`config.mk`:
```
export PLATFORM = sky130hd
export DESIGN_NAME = zube_bus_master
export DESIGN_NICKNAME = d
export VERILOG_FILES = /design/src/rtl/zube_bus_master.sv
export SDC_FILE = /design/constraint.sdc
export NUM_CORES = 1
export LEC_CHECK = 0
export ABC_AREA = 1
export BUFFER_PORTS_ARGS = -buffer_cell sky130_fd_sc_hd__buf_4
export CAP_MARGIN = 20
export CORE_UTILIZATION = 44
export DETAILED_ROUTE_END_ITERATION = 8
export HOLD_SLACK_MARGIN = 0.05
export PLACE_DENSITY = 0.75
export SLEW_MARGIN = 10
export SYNTH_ARGS = -nofsm -noshare
export SYNTH_HDL_FRONTEND = slang
export SYNTH_SLANG_ARGS = --single-unit
```
`constraint.sdc`:
```
create_clock -name clk -period 1.5 [get_ports clk]
set_input_delay 0.45 -clock clk [delete_from_list [all_inputs] [get_ports clk]]
set_output_delay 0.45 -clock clk [all_outputs]
set_load 0.05 [all_outputs]
```
`src/rtl/zube_bus_master.sv`:
```
// Zube external-bus master: IDLE/SETUP/STROBE/HOLD sequencer with registered bus pins.
// Optional wait-state input is enabled by defining ZUBE_MASTER_WAIT_EN.
module zube_bus_master #(
  parameter int SETUP_CYCLES  = 2,
  parameter int STROBE_CYCLES = 4,
  parameter int HOLD_CYCLES   = 1
) (
  input  logic        clk,
  input  logic        reset,
  input  logic        cmd_valid,
  output logic        cmd_ready,
  input  logic        cmd_write,
  input  logic [15:0] cmd_address,
  input  logic [7:0]  cmd_wdata,
  output logic        rsp_valid,
  output logic [7:0]  rsp_rdata,
  output logic [15:0] address_bus,
  output logic [7:0]  data_bus_out,
  output logic        data_bus_oe,
  input  logic [7:0]  data_bus_in,
`ifdef ZUBE_MASTER_WAIT_EN
  input  logic        wait_b,
`endif
  output logic        write_strobe_b,
  output logic        read_strobe_b,
  output logic        busy
);

  localparam logic [1:0] IDLE   = 2'd0;
  localparam logic [1:0] SETUP  = 2'd1;
  localparam logic [1:0] STROBE = 2'd2;
  localparam logic [1:0] HOLD   = 2'd3;

  localparam logic [7:0] SETUP_LD  = 8'(SETUP_CYCLES - 1);
  localparam logic [7:0] STROBE_LD = 8'(STROBE_CYCLES - 1);
  localparam logic [7:0] HOLD_LD   = 8'(HOLD_CYCLES - 1);

  logic [1:0] state;
  logic [7:0] cnt;
  logic       is_write;
  logic       wait_ok;

`ifdef ZUBE_MASTER_WAIT_EN
  logic wait_q;

  always_ff @(posedge clk) begin
    if (reset) wait_q <= 1'b1;
    else       wait_q <= wait_b;
  end

  assign wait_ok = wait_q;
`else
  assign wait_ok = 1'b1;
`endif

  assign cmd_ready = (state == IDLE) && !reset;

  // cnt loads N-1 on phase entry and the phase ends on the edge where it reads 0
  always_ff @(posedge clk) begin
    if (reset) begin
      state          <= IDLE;
      cnt            <= 8'd0;
      is_write       <= 1'b0;
      address_bus    <= 16'd0;
      data_bus_out   <= 8'd0;
      data_bus_oe    <= 1'b0;
      write_strobe_b <= 1'b1;
      read_strobe_b  <= 1'b1;
      rsp_valid      <= 1'b0;
      rsp_rdata      <= 8'd0;
      busy           <= 1'b0;
    end else begin
      rsp_valid <= 1'b0;
      case (state)
        IDLE: begin
          if (cmd_valid) begin
            state        <= SETUP;
            cnt          <= SETUP_LD;
            is_write     <= cmd_write;
            address_bus  <= cmd_address;
            data_bus_out <= cmd_wdata;
            data_bus_oe  <= cmd_write;
            busy         <= 1'b1;
          end
        end
        SETUP: begin
          if (cnt == 8'd0) begin
            state          <= STROBE;
            cnt            <= STROBE_LD;
            write_strobe_b <= !is_write;
            read_strobe_b  <= is_write;
          end else begin
            cnt <= cnt - 8'd1;
          end
        end
        STROBE: begin
          if (cnt != 8'd0) begin
            cnt <= cnt - 8'd1;
          end else if (wait_ok) begin
            state          <= HOLD;
            cnt            <= HOLD_LD;
            write_strobe_b <= 1'b1;
            read_strobe_b  <= 1'b1;
            if (!is_write) rsp_rdata <= data_bus_in;
          end
        end
        HOLD: begin
          if (cnt == 8'd0) begin
            state       <= IDLE;
            data_bus_oe <= 1'b0;
            busy        <= 1'b0;
            rsp_valid   <= 1'b1;
          end else begin
            cnt <= cnt - 8'd1;
          end
        end
        default: state <= IDLE;
      endcase
    end
  end

endmodule

```
==> results of run 1 <==
path summary, 6_finish.rpt:
kind	start	endpoint	slack, ns
max	state[0]$_SDFFE_PP0P_	cmd_ready	-0.09
min	reset	busy$_SDFFE_PP0P_	0.39
max reg2reg	state[0]$_SDFFE_PP0P_	state[0]$_SDFFE_PP0P_	0
min reg2reg	rsp_rdata[3]$_SDFFE_PP0P_	rsp_rdata[3]$_SDFFE_PP0P_	0.45
Yosys cell counts, drive strengths merged:
| cell type | n |
|---|---|
| clkbuf | 5 |
| ha | 6 |
| clkinv | 1 |
| nor3 | 1 |
| o21ai | 37 |
| xor2 | 3 |
| o211ai | 2 |
| a31oi | 1 |
| inv | 26 |
| nand2 | 40 |
| or2 | 1 |
| dfxtp | 48 |
| a21oi | 13 |
| buf | 4 |
| nand3 | 11 |
| nor2 | 73 |
| o21bai | 1 |
stage by stage:
step / instances / setup TNS, ns / hold WS, ns / area (um2)
finish: 409 / -0.09796 / 0.3879 / 2898
global route: 409 / -0.8406 / 0.3691 / 2898
CTS: 409 / -0.1052 / 0.3757 / 2889
detailed placement: 398 / -0.2803 / 0.4351 / 2705
global placement: 398 / -0.01858 / 0.4303 / 2705
floorplan: 273 / 0 / 0.4375 / 2037
metal layers:
layer	GRT usage [%]	up-vias	part of all wire [%]
met5	0	-	0
met1	25.73	877	46
met2	34.94	52	48
met4	8.667	0	1.7
li1	-	1026	-
met3	5.628	8	5.0
cell families (layout without fill, tap and decap cells):
| logic type | after synthesis | after routing |
|---|---|---|
| DFF | 48 | 48 |
| adders and majority gates | 6 | 6 |
| and+or+nand+nor | 126 | 126 |
| AOI/OAI and AO/OA | 54 | 54 |
| buffers and inverters | 36 | 120 |
| xor gates and xnor gates | 3 | 3 |
power by group through the flow:
stage	sequential, mW	clock, mW	combinational, mW
3_3_place_gp	1.89	0	3.61
3_5_place_dp	1.90	0	3.66
4_1_cts	1.88	1.01	3.83
2_1_floorplan	2.75	0	1.83
6_report	1.88	0.986	3.88
5_1_grt	1.94	1.06	4.23
cell type report:
class | instances | area (um2) | area share (%)
Multi-Input combinational cell | 189 | 973.4 | 33.59
Clock inverter | 2 | 38.79 | 1.339
Timing Repair Buffer | 85 | 666.9 | 23.01
Sequential cell | 48 | 964.7 | 33.29
Tap cell | 52 | 65.06 | 2.245
Inverter | 27 | 106.4 | 3.670
Clock buffer | 6 | 82.58 | 2.850
sequential cells by signal, summed over array words and instances, names as in the netlist:
register	flops
data_bus_oe	1
rsp_rdata	8
is_write	1
busy	1
rsp_valid	1
write_strobe_b	1
cnt	8
data_bus_out	8
read_strobe_b	1
state	2
address_bus	16
repair_timing:
action / in CTS / in global routing
hold endpoints to repair: 0 / 0
resized for setup: 12 / 11
pin swaps: 2 / 3
endpoints found under the setup margin: 10 / 21
hold buffers: 0 / 0
setup buffers: 3 / 0
==> results by group, run 1 <==
Floorplan
  • Die area: 4888 um2
  • Initial core utilization: 46.29%
  • Core area: 4384 um2
  • Io pins: 74
  • Rows: 24
  • Die height: 69.92 um
  • Die width: 69.92 um

Power and ir drop
  • NetSw: 3.224 mW
  • Sequential share of power: 27.9%
  • Pwr dens: 2331 nW/um2
  • Logic gate share of total power: 57.5%
  • Leak: 1.389 nW
  • Clk pwr share: 14.6%
  • Sw frac: 47.72%
  • Int Power: 3.531 mW
  • Peak VDD IR: 0.001215 V
  • Total Power: 6.755 mW

Timing
  • Least-Margin Pin Slew: 0.3263 ns
  • Max-slew violation count: 0
  • Final Skew: 0.006210 ns
  • Final Hold Vio Count: 0
  • Final setup vio count: 4
  • Fin worst setup slack: -0.09266 ns
  • Min Clock Period, post-route: 1.593 ns
  • Slew Limit Headroom: 78.25%
  • Unrepaired setup endpoints after global routing: true
  • Crit share post-route: 106.2%
  • Fmax: 627.9 MHz

Worst setup path
  • Worst endpoint required time: 1.05 ns
  • Worst path buffer plus inverter count: 3
  • R2R cell count: 7
  • CP endpoint kind: output port
  • Delay-heaviest family, CP: flip-flops
  • Crit path max fanout: 3
  • Worst Path Class, Setup: reg -> out
  • Slowest cell on crit path: dfxtp_2
  • Worst Path Arrival: 1.14 ns
  • Biggest cell delay along the critical path: 0.38 ns
  • Setup crit start kind: flop
  • Stages on worst setup path: 5
  • Worst path cell trace: inv_4, ha_4, inv_2, nor2_4, buf_6

Yosys
  • Adder-cell area share of the yosys netlist: 3.699%
  • Largest family of logic cells by synthesized area: simple AND/OR/NAND/NOR gates
  • Synth Warn #: 0
  • Synthesized net count: 315
  • Synth cell types: 25
  • Synth Area in Compound Gates: 13.75%
  • Sequential share of the synthesized area: 47.35%
  • Syn avg cell area: 7.434 um2
  • Synth top area share: 47.35%
  • Synthesized cell area: 2029 um2
  • Biggest area consumer among synthesized cells: dfxtp_1
  • Synth Register Bits: 48
  • Simple-Gate Fraction of Synth Area: 27.07%
  • Multiplexer share of the synthesized area: 0%
  • Synth Instances: 273
  • Top post-synthesis cells by area: dfxtp_1, nor2_1, o21ai_0, nand2_1, inv_1
  • Post-Synth XOR/XNOR Area: 1.295%

Finish
  • Commonest non-fill, non-tap cell in the layout: buf_4
  • Fillers: 377
  • Share of layout cells above drive strength 1: 33.05%
  • Fin nets: 398
  • Area growth, synth to finish: 42.79%
  • Most frequent cells in the layout: buf_4, nor2_1, dfxtp_1, nand2_1, o21ai_0
  • Fin util: 66.10%
  • Antenna diodes: 0

Placed design
  • PortBufs: 73
  • Gpl congestion: 0.8399
  • Place WS: -0.1101 ns
  • DPL Wire Length: 3431 um

Detailed routing
  • Post-Route WL: 4834 um
  • Routed via count: 1,963
  • Routed Antenna Nets: 0
  • Wire per inst: 11.82 um
  • DR pass1 iterations: 4
  • Vias/cell: 4.800
  • DRC: 0
  • Starting DRC count in detailed routing: 101

CTS
  • H-tree depth: 2
  • Worst-Skew Late Latency: 0.30 ns
  • CTS Sinks: 48
  • CTS tree: built
  • CTS max path bufs: 2
  • Clock Root Buffer: clkbuf_8
  • Cts bufs inserted: 5
  • Clk slew on worst S/H paths: 0.09 ns

Run status
  • Violated checks: negative setup slack
  • Status: finished with violations

Global routing
  • Total gr overflow: 0
  • Maximum number of pins on one net before global-route repair: 31
  • Vias in the first global route: 1,852
  • First-pass GRT wire length: 8231 um
  • Initial antenna violation count: 0
  • Gr usage total: 21.04%

Flow run
  • Max Cap Viol: 0

Worst hold path
  • Cells on Worst Hold Path: 2
  • Worst hold path class: in -> reg
Note: power is estimated with default switching activity, not from simulation.
==> run 2: changes to the inputs <==
- PLACE_DENSITY: 0.75 -> 0.77
- SLEW_MARGIN: 10 -> default
==> results by group, run 2 (synthesis results as in run 1) <==
Worst setup path
  • Worst R2R Setup Slack: 0.05 ns (was 0 ns)
  • Worst Path Arrival: 1.12 ns (was 1.14 ns)
  • Slowest cell on crit path: dfxtp_2 (unchanged)
  • R2r startpoint: state[0]$_SDFFE_PP0P_ (unchanged)
  • RR Endpoint: cnt[3]$_SDFFE_PP0P_ (was state[0]$_SDFFE_PP0P_)
  • CP endpoint kind: output port (unchanged)
  • Worst endpoint required time: 1.05 ns (about the same)
  • Crit path max fanout: 3 (unchanged)
  • Worst Path Class, Setup: reg -> out (unchanged)
  • Worst path cell trace: inv_4, ha_4, inv_2, nor2_4, buf_6 (unchanged)
  • R2R cell count: 9 (was 7)
  • Setup crit start kind: flop (unchanged)
  • Biggest cell delay along the critical path: 0.34 ns (was 0.38 ns)

CTS
  • CTS max path bufs: 2 (unchanged)
  • Cts bufs inserted: 5 (unchanged)
  • CTS Sinks: 48 (unchanged)
  • Worst-Skew Late Latency: 0.30 ns (about the same)
  • CTS tree: built (unchanged)
  • H-tree depth: 2 (unchanged)
  • Clock Root Buffer: clkbuf_8 (unchanged)
  • Cts hold-fix bufs: 0 (unchanged)
  • Clk slew on worst S/H paths: 0.08 ns (was 0.09 ns)

Detailed routing
  • Routed Antenna Nets: 0 (unchanged)
  • Post-Route WL: 4688 um (was 4834 um)
  • Vias/cell: 4.768 (was 4.800)
  • DRC: 0 (unchanged)
  • Starting DRC count in detailed routing: 76 (was 101)
  • Routed via count: 1,955 (was 1,963)
  • Wire per inst: 11.43 um (was 11.82 um)
  • DR pass1 iterations: 4 (unchanged)

Power and ir drop
  • Leak: 1.376 nW (was 1.389 nW)
  • Pwr dens: 2264 nW/um2 (was 2331 nW/um2)
  • Peak VDD IR: 0.001059 V (was 0.001215 V)

Finish
  • Commonest non-fill, non-tap cell in the layout: buf_4 (unchanged)
  • Register with the most flip-flops: address_bus (unchanged)
  • Fillers: 409 (was 377)
  • Fin nets: 400 (was 398)
  • Most frequent cells in the layout: buf_4, nor2_1, dfxtp_1, nand2_1, o21ai_0 (unchanged)
  • Area growth, synth to finish: 41.31% (was 42.79%)
  • Share of layout cells above drive strength 1: 32.68% (was 33.05%)
  • Antenna diodes: 0 (unchanged)
  • Final Instance Area: 2868 um2 (was 2898 um2)
  • Number of flip-flops under the largest register name: 16 (unchanged)

Timing
  • Final Hold Vio Count: 0 (unchanged)
  • Hold Slack: 0.3929 ns (was 0.3879 ns)
  • Final setup vio count: 1 (was 4)
  • Min Clock Period, post-route: 1.574 ns (was 1.593 ns)
  • Max-slew violation count: 0 (unchanged)
  • Slew Limit Headroom: 78.64% (was 78.25%)
  • Fin worst setup slack: -0.07440 ns (was -0.09266 ns)
  • Crit share post-route: 105.0% (was 106.2%)
  • Final Skew: 0.008237 ns (was 0.006210 ns)
  • Least-Margin Pin Slew: 0.3204 ns (was 0.3263 ns)
  • Unrepaired setup endpoints after global routing: true (unchanged)
  • Fmax: 635.2 MHz (was 627.9 MHz)

Flow run
  • Max Cap Viol: 0 (unchanged)

Floorplan
  • Core area: 4384 um2 (unchanged)
  • Io pins: 74 (unchanged)
  • Die area: 4888 um2 (unchanged)
  • Die width: 69.92 um (unchanged)
  • Initial core utilization: 46.29% (unchanged)
  • Rows: 24 (unchanged)
  • Die height: 69.92 um (unchanged)

Global routing
  • Initial antenna violation count: 0 (unchanged)
  • Total gr overflow: 0 (unchanged)
  • Maximum number of pins on one net before global-route repair: 33 (was 31)
  • Gr usage total: 20.40% (was 21.04%)
  • Vias in the first global route: 1,896 (was 1,852)
  • First-pass GRT wire length: 7907 um (was 8231 um)

Placed design
  • Gpl congestion: 0.8417 (was 0.8399)
  • Placed Area: 2700 um2 (was 2705 um2)
  • Place WS: -0.09005 ns (was -0.1101 ns)
  • DPL Wire Length: 3364 um (was 3431 um)
  • PortBufs: 73 (unchanged)

Worst hold path
  • Hold Path Sink: data_bus_oe$_SDFFE_PP0P_ (was busy$_SDFFE_PP0P_)
  • Worst hold path class: in -> reg (unchanged)
  • Cells on Worst Hold Path: 2 (unchanged)
  • Hold wc startpoint: reset (unchanged)

Run status
  • Status: finished with violations (unchanged)
  • Violated checks: negative setup slack (unchanged)
run 2: changes by cell type in the layout (fill, tap and decap cells not counted), moves of 2 or more:
cell     change
nand2_2      -3
o21ai_1      -3
o21ai_0      +3
buf_4        +3
nand2_4      +2
run 2: worst max-delay path by stage:
stage                          start                    end  slack, ns  cells after the start
6_report       state[1]$_SDFFE_PP0P_              cmd_ready      -0.07                      5
5_1_grt        state[1]$_SDFFE_PP0P_              cmd_ready      -0.12                      5
4_1_cts        state[1]$_SDFFE_PP0P_              cmd_ready      -0.09                      5
3_5_place_dp   state[0]$_SDFFE_PP0P_  state[0]$_SDFFE_PP0P_      -0.09                      7
3_3_place_gp   state[0]$_SDFFE_PP0P_  state[0]$_SDFFE_PP0P_     -0.003                      7
2_1_floorplan  state[0]$_SDFFE_PP0P_  state[0]$_SDFFE_PP0P_      0.002                      7
run 2: worst max-delay path: cells and delay by family, from the launching register on:
kind                     cells  cell delay [ns]
flip-flops                   1             0.34
adder cells (fa/ha/maj)      1             0.13
buffers and inverters        3             0.28
AND/OR/NAND/NOR              1             0.08
run 2: where the power goes:
group | switching (mW) | internal, mW
Sequential | 0.226 | 1.65
Clock | 0.408 | 0.316
Combinational | 2.54 | 1.35
Total | 3.18 | 3.32
run 2: per-stage QoR:
step / std cells / setup TNS (ns) / total power [mW] / util [%]
2_1_floorplan: 273 / 0 / 4.572 / -
5_1_grt: 410 / -0.1663 / 6.985 / 65.41
3_5_place_dp: 399 / -0.1642 / 5.537 / 61.59
6_report: 410 / -0.07440 / 6.492 / 65.41
3_3_place_gp: 399 / -0.003212 / 5.469 / 61.59
4_1_cts: 409 / -0.08824 / 6.434 / 64.87
run 2: what timing repair did:
item / CTS / global route
setup endpoints to repair: 11 / 17
pin swaps: 2 / 1
resized for setup: 12 / 8
setup buffers: 3 / 1
run 2: area by class of cell:
class | count | area [um2] | share of cell area (%)
multi-input combinational | 189 | 983.4 | 34.29
tap | 52 | 65.06 | 2.269
clock buffer | 5 | 68.82 | 2.400
inverter | 27 | 103.9 | 3.621
timing repair buffer | 87 | 669.4 | 23.34
sequential | 48 | 964.7 | 33.64
clock inverter | 2 | 12.51 | 0.4363
run 2: per-layer routing:
layer	wire (um)	vias up	GRT usage [%]
li1	-	1028	-
met1	1976	853	22.18
met2	2300	64	36.22
met3	308	10	5.051
met4	103	0	10.89
met5	0	-	0
==> run 3: changes to the inputs <==
- CORE_UTILIZATION: 44 -> 52
- PLACE_DENSITY: 0.77 -> 0.85
- SKIP_LAST_GASP: default -> 1
- clock period: 1.5 -> 1.9 ns (I/O delays scaled with it)
==> results by group, run 3 (synthesis results as in run 1) <==
Worst setup path
  • Worst endpoint required time: 1.33 ns (was 1.05 ns)
  • CP startpoint: state[0]$_SDFFE_PP0P_ (was state[1]$_SDFFE_PP0P_)
  • R2R cell count: 7 (was 9)
  • Slowest cell on crit path: dfxtp_1 (was dfxtp_2)
  • Worst Path Arrival: 1.28 ns (was 1.12 ns)
  • R2r startpoint: state[0]$_SDFFE_PP0P_ (unchanged)
  • Biggest cell delay along the critical path: 0.40 ns (was 0.34 ns)
  • Worst Path Class, Setup: reg -> out (unchanged)
  • Worst R2R Setup Slack: 0.13 ns (was 0.05 ns)
  • Setup crit start kind: flop (unchanged)
  • Delay-heaviest family, CP: flip-flops (unchanged)
  • Worst path cell trace: inv_2, ha_4, inv_1, nor2_2, buf_6 (was inv_4, ha_4, inv_2, nor2_4, buf_6)
  • Crit path max fanout: 5 (was 3)
  • RR Endpoint: state[0]$_SDFFE_PP0P_ (was cnt[3]$_SDFFE_PP0P_)
  • Worst path buffer plus inverter count: 3 (unchanged)
  • CP endpoint kind: output port (unchanged)

Global routing
  • Gr usage total: 24.77% (was 20.40%)
  • Met1 Use GR: 27.19% (was 22.18%)
  • Met2 usage: 45.92% (was 36.22%)
  • Grt met3 use: 5.986% (was 5.051%)
  • Total gr overflow: 0 (unchanged)
  • First-pass GRT wire length: 7948 um (was 7907 um)
  • Vias in the first global route: 1,870 (was 1,896)
  • Initial antenna violation count: 0 (unchanged)
  • GRT busiest layer: met2 (unchanged)
  • Maximum number of pins on one net before global-route repair: 41 (was 33)

Worst hold path
  • Worst hold path class: reg -> reg (was in -> reg)
  • Hold Path Sink: rsp_rdata[7]$_SDFFE_PP0P_ (was data_bus_oe$_SDFFE_PP0P_)
  • Hold wc startpoint: rsp_rdata[7]$_SDFFE_PP0P_ (was reset)
  • Cells on Worst Hold Path: 2 (unchanged)

Finish
  • Fin util: 74.66% (was 65.41%)
  • Antenna diodes: 0 (unchanged)
  • Most frequent cells in the layout: buf_4, nor2_1, dfxtp_1, nand2_1, o21ai_0 (unchanged)
  • Post-Layout Cell Count: 396 (was 410)
  • Share of layout cells above drive strength 1: 28.74% (was 32.68%)
  • Number of flip-flops under the largest register name: 16 (unchanged)
  • Fillers: 306 (was 409)
  • Register with the most flip-flops: address_bus (unchanged)
  • Fin nets: 390 (was 400)
  • Commonest non-fill, non-tap cell in the layout: buf_4 (unchanged)
  • Area growth, synth to finish: 35.70% (was 41.31%)

Floorplan
  • Die width: 64.47 um (was 69.92 um)
  • Rows: 22 (was 24)
  • Io pins: 74 (unchanged)
  • Die height: 64.47 um (was 69.92 um)
  • Die area: 4156 um2 (was 4888 um2)
  • Initial core utilization: 55.02% (was 46.29%)
  • Core area: 3689 um2 (was 4384 um2)

Placed design
  • DPL Wire Length: 3412 um (was 3364 um)
  • Gpl congestion: 0.8591 (was 0.8417)
  • Placed Instances: 388 (was 399)
  • PortBufs: 73 (unchanged)
  • Place WS: 0.1921 ns (was -0.09005 ns)

Timing
  • Max-slew violation count: 0 (unchanged)
  • Final Skew: 0.002570 ns (was 0.008237 ns)
  • Least-Margin Pin Slew: 0.2958 ns (was 0.3204 ns)
  • Crit share post-route: 97.52%
  • Fin worst setup slack: 0.04709 ns (was -0.07440 ns)
  • Min Clock Period, post-route: 1.853 ns
  • Fmax: 539.7 MHz
  • Slew Limit Headroom: 80.26% (was 78.64%)
  • Final Hold Vio Count: 0 (unchanged)
  • Final setup vio count: 0 (was 1)

CTS
  • Cts bufs inserted: 5 (unchanged)
  • CTS Sinks: 48 (unchanged)
  • Cts hold-fix bufs: 0 (unchanged)
  • H-tree depth: 2 (unchanged)
  • Worst-Skew Late Latency: 0.30 ns (about the same)
  • CTS max path bufs: 2 (unchanged)
  • Clock Root Buffer: clkbuf_8 (unchanged)
  • Clk slew on worst S/H paths: 0.08 ns (about the same)
  • CTS tree: built (unchanged)

Detailed routing
  • Routed Antenna Nets: 0 (unchanged)
  • DR pass1 iterations: 6 (was 4)
  • Routed via count: 1,959 (was 1,955)
  • Vias/cell: 4.947 (was 4.768)
  • Starting DRC count in detailed routing: 78 (was 76)
  • Wire per inst: 11.63 um (was 11.43 um)
  • Post-Route WL: 4606 um (was 4688 um)
  • DRC: 0 (unchanged)

Power and ir drop
  • Peak VDD IR: 0.001067 V (was 0.001059 V)
  • Pwr dens: 1784 nW/um2 (was 2264 nW/um2)
  • Leak: 1.321 nW (was 1.376 nW)

Flow run
  • Max Cap Viol: 0 (unchanged)

Run status
  • Status: completed (was finished with violations)
[run 3: timing repair]
| item | CTS | global route |
|---|---|---|
| buffers inserted | 0 | 1 |
| endpoints found under the setup margin | 1 | 1 |
| gates resized for setup | 3 | 3 |
| hold endpoints to repair | 0 | 0 |
[run 3: worst reg2reg max path, delay by kind of cell (launching register included)]
kind | cells | cell delay (ns)
AO/OA/AOI/OAI | 1 | 0.12
flip-flops | 1 | 0.40
AND/OR/NAND/NOR | 4 | 0.79
adder cells (fa/ha/maj) | 1 | 0.27
buffers and inverters | 1 | 0.08
[run 3: cell type report]
class	instances	area [um2]	area share, %
flip-flops and latches	48	962.2	34.94
multi-input cells	189	944.7	34.30
repair buffers	77	594.3	21.58
inverters	27	101.3	3.680
clock buffers	6	82.58	2.999
well taps	48	60.06	2.181
clock inverters	1	8.758	0.3180
[run 3: routing by layer]
layer | share of wire (%) | wire, um
met5 | 0 | 0
met4 | 2.1 | 98
met3 | 5.4 | 247
met1 | 42 | 1922
met2 | 51 | 2338
[run 3: metrics by stage]
| stage | area (um2) | hold slack [ns] | total power [mW] | TNS (ns) |
|---|---|---|---|---|
| 2_1_floorplan | 2032 | 0.4375 | 3.603 | 0 |
| 3_3_place_gp | 2638 | 0.4311 | 4.218 | 0 |
| 3_5_place_dp | 2638 | 0.4371 | 4.278 | 0 |
| 4_1_cts | 2745 | 0.4499 | 4.930 | 0 |
| 5_1_grt | 2754 | 0.4592 | 5.325 | -0.004438 |
| 6_report | 2754 | 0.4495 | 4.914 | 0 |
[run 3: power by group]
| part | switching [mW] | internal (mW) | leakage (nW) |
|---|---|---|---|
| Combinational | 1.89 | 0.930 | 0.879 |
| Sequential | 0.180 | 1.30 | 0.395 |
| Clock | 0.322 | 0.290 | 0.0473 |
[run 3: worst max-delay path by stage]
stage                                  endpoint  slack, ns  cells after the start
final                                 cmd_ready       0.05                      5
after global routing                  cmd_ready     -0.004                      5
after CTS                             cmd_ready       0.02                      5
after detailed placement  state[0]$_SDFFE_PP0P_       0.19                      7
after global placement                cmd_ready       0.32                      3
after floorplan                       cmd_ready       0.21                      4
